**src/rtl/song_pkg.sv**
```systemverilog
// song_pkg: shared FSM state encoding and song entry field layout
package song_pkg;
  typedef enum logic [3:0] {
    S_IDLE, S_FETCH, S_WAIT_ROM, S_DECODE, S_DISPATCH, S_WAIT_BEATS, S_NEXT, S_END, S_DONE
  } state_t;
  localparam int VOICE_LSB = 0;
  localparam int VOICE_W = 2;
  localparam int DUR_LSB = 3;
  localparam logic [15:0] END_MARKER = '0;
endpackage

```
**src/rtl/beat_counter.sv**
```systemverilog
// beat_counter: counts beat strobes while enabled and flags when the count reaches duration
module beat_counter #(
  parameter int DUR_W = 6
) (
  input  logic             clk,
  input  logic             reset_n,
  input  logic             clear,
  input  logic             enable,
  input  logic             beat,
  input  logic [DUR_W-1:0] duration,
  output logic             match
);
  logic [DUR_W-1:0] count;
  // count held at zero outside a rest; a beat that lands on the match cycle is discarded by the clear
  always_ff @(posedge clk) begin
    if (!reset_n || clear) count <= '0;
    else if (enable && beat) count <= count + 1'b1;
  end
  assign match = count == duration;
endmodule

```
**src/rtl/multi_voice_song_reader.sv**
```systemverilog
// multi_voice_song_reader: walks song ROM entries, dispatching notes to voices and timing rests
module multi_voice_song_reader
  import song_pkg::*;
#(
  parameter int SONG_BITS = 2,
  parameter int ADDR_BITS = 7,
  parameter int NUM_VOICES = 3,
  parameter int NOTE_W = 6,
  parameter int DUR_W = 6,
  localparam int ENTRY_W = 1 + NOTE_W + DUR_W + 3
) (
  input  logic                           clk,
  input  logic                           reset_n,
  input  logic                           play,
  input  logic                           loop_en,
  input  logic [SONG_BITS-1:0]           song,
  input  logic                           beat,
  input  logic [NUM_VOICES-1:0]          voice_ready,
  output logic [SONG_BITS+ADDR_BITS-1:0] rom_addr,
  input  logic [ENTRY_W-1:0]             rom_data,
  output logic [NOTE_W-1:0]              note,
  output logic [DUR_W-1:0]               duration,
  output logic [NUM_VOICES-1:0]          new_note,
  output logic                           song_done,
  output logic                           busy
);
  localparam int NOTE_LSB = DUR_LSB + DUR_W;
  localparam logic [ADDR_BITS-1:0] LAST = '1;
  state_t state;
  logic [SONG_BITS-1:0] song_q;
  logic [ADDR_BITS-1:0] index;
  logic [ENTRY_W-1:0] entry;
  logic [VOICE_W-1:0] voice;
  logic [NUM_VOICES-1:0] voice_sel;
  logic match, switch_song;
  assign voice = entry[VOICE_LSB +: VOICE_W];
  assign voice_sel = NUM_VOICES'(1) << voice;
  assign note = entry[NOTE_LSB +: NOTE_W];
  assign duration = entry[DUR_LSB +: DUR_W];
  assign busy = !(state inside {S_IDLE, S_DONE});
  assign switch_song = busy && play && song != song_q;
  assign new_note = (state == S_DISPATCH && play && !switch_song) ? voice_sel & voice_ready : '0;
  assign song_done = state == S_END && play && !switch_song;
  beat_counter #(.DUR_W(DUR_W)) u_beats (
    .clk(clk),
    .reset_n(reset_n),
    .clear(state != S_WAIT_BEATS),
    .enable(play),
    .beat(beat),
    .duration(duration),
    .match(match)
  );
  // sequencer: rom_addr is loaded on entry to FETCH so the ROM word lands during WAIT_ROM
  always_ff @(posedge clk) begin
    if (!reset_n) begin
      state <= S_IDLE;
      song_q <= '0;
      index <= '0;
      rom_addr <= '0;
      entry <= '0;
    end else if (switch_song || (state == S_IDLE && play)) begin
      song_q <= song;
      index <= '0;
      rom_addr <= {song, {ADDR_BITS{1'b0}}};
      state <= S_FETCH;
    end else if (state == S_DONE) begin
      if (!play) state <= S_IDLE;
    end else if (play) begin
      case (state)
        S_FETCH: state <= S_WAIT_ROM;
        S_WAIT_ROM: begin
          entry <= rom_data;
          state <= S_DECODE;
        end
        S_DECODE: state <= entry == ENTRY_W'(END_MARKER) ? S_END :
                           entry[ENTRY_W-1] ? S_WAIT_BEATS :
                           32'(voice) < NUM_VOICES ? S_DISPATCH : S_NEXT;
        S_DISPATCH: if (|new_note) state <= S_NEXT;
        S_WAIT_BEATS: if (match) state <= S_NEXT;
        S_NEXT: begin
          if (index == LAST) state <= S_END;
          else begin
            index <= index + 1'b1;
            rom_addr <= {song_q, index + 1'b1};
            state <= S_FETCH;
          end
        end
        S_END: begin
          index <= '0;
          if (loop_en) begin
            rom_addr <= {song_q, {ADDR_BITS{1'b0}}};
            state <= S_FETCH;
          end else state <= S_DONE;
        end
        default: state <= S_IDLE;
      endcase
    end
  end
endmodule

```
**config.mk**
```make
export PLATFORM = sky130hd
export DESIGN_NAME = multi_voice_song_reader
export DESIGN_NICKNAME = d
export VERILOG_FILES = /design/src/rtl/song_pkg.sv /design/src/rtl/beat_counter.sv /design/src/rtl/multi_voice_song_reader.sv
export SDC_FILE = /design/constraint.sdc
export NUM_CORES = 1
export LEC_CHECK = 0
export CELL_PAD_IN_SITES_DETAIL_PLACEMENT = 2
export CELL_PAD_IN_SITES_GLOBAL_PLACEMENT = 2
export CORE_MARGIN = 3
export CORE_UTILIZATION = 30
export DETAILED_ROUTE_END_ITERATION = 6
export HOLD_SLACK_MARGIN = 0.05
export PLACE_DENSITY_LB_ADDON = 0.15
export SLEW_MARGIN = 20
export SYNTH_ARGS = -nofsm -noshare
export SYNTH_HDL_FRONTEND = slang
export SYNTH_SLANG_ARGS = --single-unit
```
**constraint.sdc**
```tcl
create_clock -name clk -period 2.9 [get_ports clk]
set_clock_uncertainty 0.2 [all_clocks]
set_input_delay 0.58 -clock clk [delete_from_list [all_inputs] [get_ports clk]]
set_output_delay 0.58 -clock clk [all_outputs]
set_load 0.005 [all_outputs]
```
==> results.tsv <==
stage	metric	value	unit
synth	avgSynthCellArea	9.10	um2
floorplan	die_w	95.8	um
synth	synth_cells	266	
synth	synth_cell_types	57	
synth	synth_nets	294	
synth	synth_area_leaders	dfxtp_1 (36%), mux2i_1 (8.3%), buf_4 (4.7%), nor2b_1 (4.7%), xor2_1 (4.0%)	
layout	seq_area	881	um2
synth	yosysSeqAreaShare	36.4	%
clock_network	htreeDepth	2	
clock_network	cts_buffer_depth	2	
clock_network	clk_pin_slew_worst_paths	0.09	ns
power	p_per_area	406	mW/mm2
clock_network	numCtsBuffers	5	
flow_run	cap_violations	0	
synth	synth_edf_count	0	
worst_setup_path	worstSetupEndpoint	new_note[1]	
clock_network	cts_hold_buf	0	
layout	finalNetCount	348	
worst_setup_path	startpoint	song[1]	
global_route	grt_pass1_vias	2238	
layout	diodes	0	
route	vias_per_cell	4.96	
layout	drive_above_1_share	15.9	%
min_path	hp-class	flip-flop to flip-flop	
synth	synth_top_area_share	36.4	%
floorplan	start_util	31.2	%
layout	fillCellCount	867	
floorplan	core_area	0.00777	mm2
global_route	antenna_found_initial	0	
worst_setup_path	crit_path_cell_trace	clkdlybuf4s50_1 > xor2_1 > nor2_2 > o21ai_1 > buf_4 > nor3_2 > clkdlybuf4s15_1	
worst_setup_path	crit_type	input pin to output pin	
worst_setup_path	ff2ff_setup_slack	0.57	ns
global_route	grt_max_degree	18	
worst_setup_path	required	2.12	ns
worst_setup_path	critPathBufInv	3	
route	drt_iter0_drc	53	
sta	max_freq	351	MHz
global_route	grt_pass1_wl	11400	um
sta	min_period_over_period	98.3	%
placement	dp_hpwl	5220	um
clock_network	cts.sinks	44	
global_route	overflow	0	
power	vdd_drop_max	0.190	mV
layout	post-route-util	41.0	%
synth	async_flop_share	0	%
power	p_leak	1.11	nW
route	via_count	2096	
worst_setup_path	r2r-start	state[3]	
sta	min_period	2.85	ns
worst_setup_path	crit_cells	7	
worst_setup_path	crit_fanout	3	
worst_setup_path	critical-path-top-delay-family	buffers and inverters	
route	drc	0	
placement	port_buffers	51	
sta	hold_viol	0	
layout	final_area	0.00319	mm2
worst_setup_path	start_kind	input pin	
sta	drv_slew	0	
clock_network	cts_tree	done	
min_path	hold_depth	2	
route	post_drt_wl_per_cell	16.5	um
placement	placed_cells_incl_taps	413	
route	antenna_left	0	
clock_network	clk_latency	0.30	ns
worst_setup_path	cp-end-kind	output pin	
synth	synth_top_flop_cell	dfxtp_1	
route	firstDrtPassIters	4	
floorplan	rows	32	
route	drt_wl_total	6970	um
worst_setup_path	slowest_stage	clkdlybuf4s50_1	
clock_network	cts.root.buffer_cell	clkbuf_8	
sta	tightest_slew	0.556	ns
synth	synth_warnings	0	
placement	place.gp.congestion	0.779	
synth	synth_area_leader_cell	dfxtp_1	
synth	yosys-top-cells-count	dfxtp_1 (44), nand2_1 (23), mux2i_1 (20)	
global_route	grt_usage	16.1	%
placement	post_dp_cell_area	0.00303	mm2
floorplan	die_area	0.00918	mm2
synth	syn_area	0.00242	mm2
sta	max_slew_margin	62.4	%
synth	synth-seq-cells	44	
layout	area_delta_synth_final	31.7	%
worst_setup_path	cpPeakStageDelay	0.45	ns
layout	fin_cells	423	
sta	hold_ws	0.263	ns
floorplan	ioPinCount	52	
run_status	status	finished clean	
worst_setup_path	crit_arrival	2.07	ns
floorplan	die_y	95.8	um
synth	yosysMostFrequentCell	dfxtp_1	
worst_setup_path	r2r-end	rom_addr[7]	
sta	fin_tns_setup	0	ns
sta	setup_viol	0	
layout	multiInputGateArea	0.00136	mm2
worst_setup_path	ff2ff_path_depth	4	
==> cell type report <==
type / count / area share, %
clock buffer: 7 / 3.02
clock inverter: 1 / 0.942
inverter: 3 / 0.353
multi-input combinational: 193 / 42.7
sequential: 44 / 27.6
tap: 102 / 4.00
timing repair buffer: 73 / 21.3
==> cells by family (layout without fill, tap and decap cells) <==
| logic type | count (synthesis) | after routing | synth area share (%) |
|---|---|---|---|
| AND/OR/NAND/NOR | 108 | 108 | 25.5 |
| flip-flops | 44 | 44 | 36.4 |
| AO/OA/AOI/OAI | 41 | 41 | 12.1 |
| buffers and inverters | 29 | 84 | 8.22 |
| multiplexers | 22 | 22 | 9.51 |
| XOR/XNOR | 20 | 20 | 7.24 |
| adder cells (fa/ha/maj) | 2 | 2 | 1.03 |
==> repair_timing <==
item / 4_1_cts / 5_1_grt
gates resized for setup: 10 / 6
buffers inserted: 1 / 1
endpoints found under the hold margin: 0 / 0
pin swaps: 2 / 1
setup endpoints to repair: 4 / 3
==> sequential cells by signal, summed over array words and instances, names as in the netlist <==
name	count
entry	16
song_q	2
u_beats.count	6
state	4
index	7
rom_addr	9
==> worst min-delay path by stage <==
| stage | start | to | slack (ns) |
|---|---|---|---|
| floorplan | rom_addr[3] | rom_addr[3] | 0.25 |
| global placement | rom_addr[0] | rom_addr[0] | 0.25 |
| detailed placement | rom_addr[1] | rom_addr[1] | 0.26 |
| CTS | rom_addr[0] | rom_addr[0] | 0.27 |
| global route | rom_addr[0] | rom_addr[0] | 0.29 |
| finish | rom_addr[3] | rom_addr[3] | 0.26 |
==> layer usage <==
layer	GRT usage [%]	share of wire, %	wire [um]
met5	0	0	0
met3	3.67	3.6	249
met4	4.27	1.1	76
met2	27.6	47	3290
met1	20.3	48	3350
==> placed cells by master (no fill, tap or decap), drive strengths merged, types with 8 or more instances in the layout <==
| cell | n |
|---|---|
| dfxtp | 44 |
| nor2 | 19 |
| a21oi | 13 |
| clkdlybuf4s50 | 46 |
| xnor2 | 9 |
| xor2 | 11 |
| nor2b | 19 |
| nand2 | 23 |
| mux2i | 20 |
| buf | 23 |
| clkbuf | 8 |
==> worst reg2reg max path: stages, from the launching register on <==
cell	delay [ns]
dfxtp_1	0.59
nor4b_1	0.53
or3b_1	0.34
mux2_4	0.33
o221a_1	0.24
==> where the power goes <==
part | switching [W] | total [W] | internal (W)
clock | 0.000226 | 0.000531 | 0.000304
sequential | 0.00000601 | 0.000616 | 0.000610
combinational | 0.0000601 | 0.000147 | 0.0000865
total | 0.000293 | 0.00129 | 0.00100
==> per-stage QoR <==
stage	setup slack, ns	total power (W)
floorplan	0.708	0.000689
global placement	-0.427	0.000767
detailed placement	-0.485	0.000770
CTS	0.00156	0.00131
global route	-0.00868	0.00135
finish	0.0502	0.00129
Note: power is estimated with default switching activity, not from simulation.
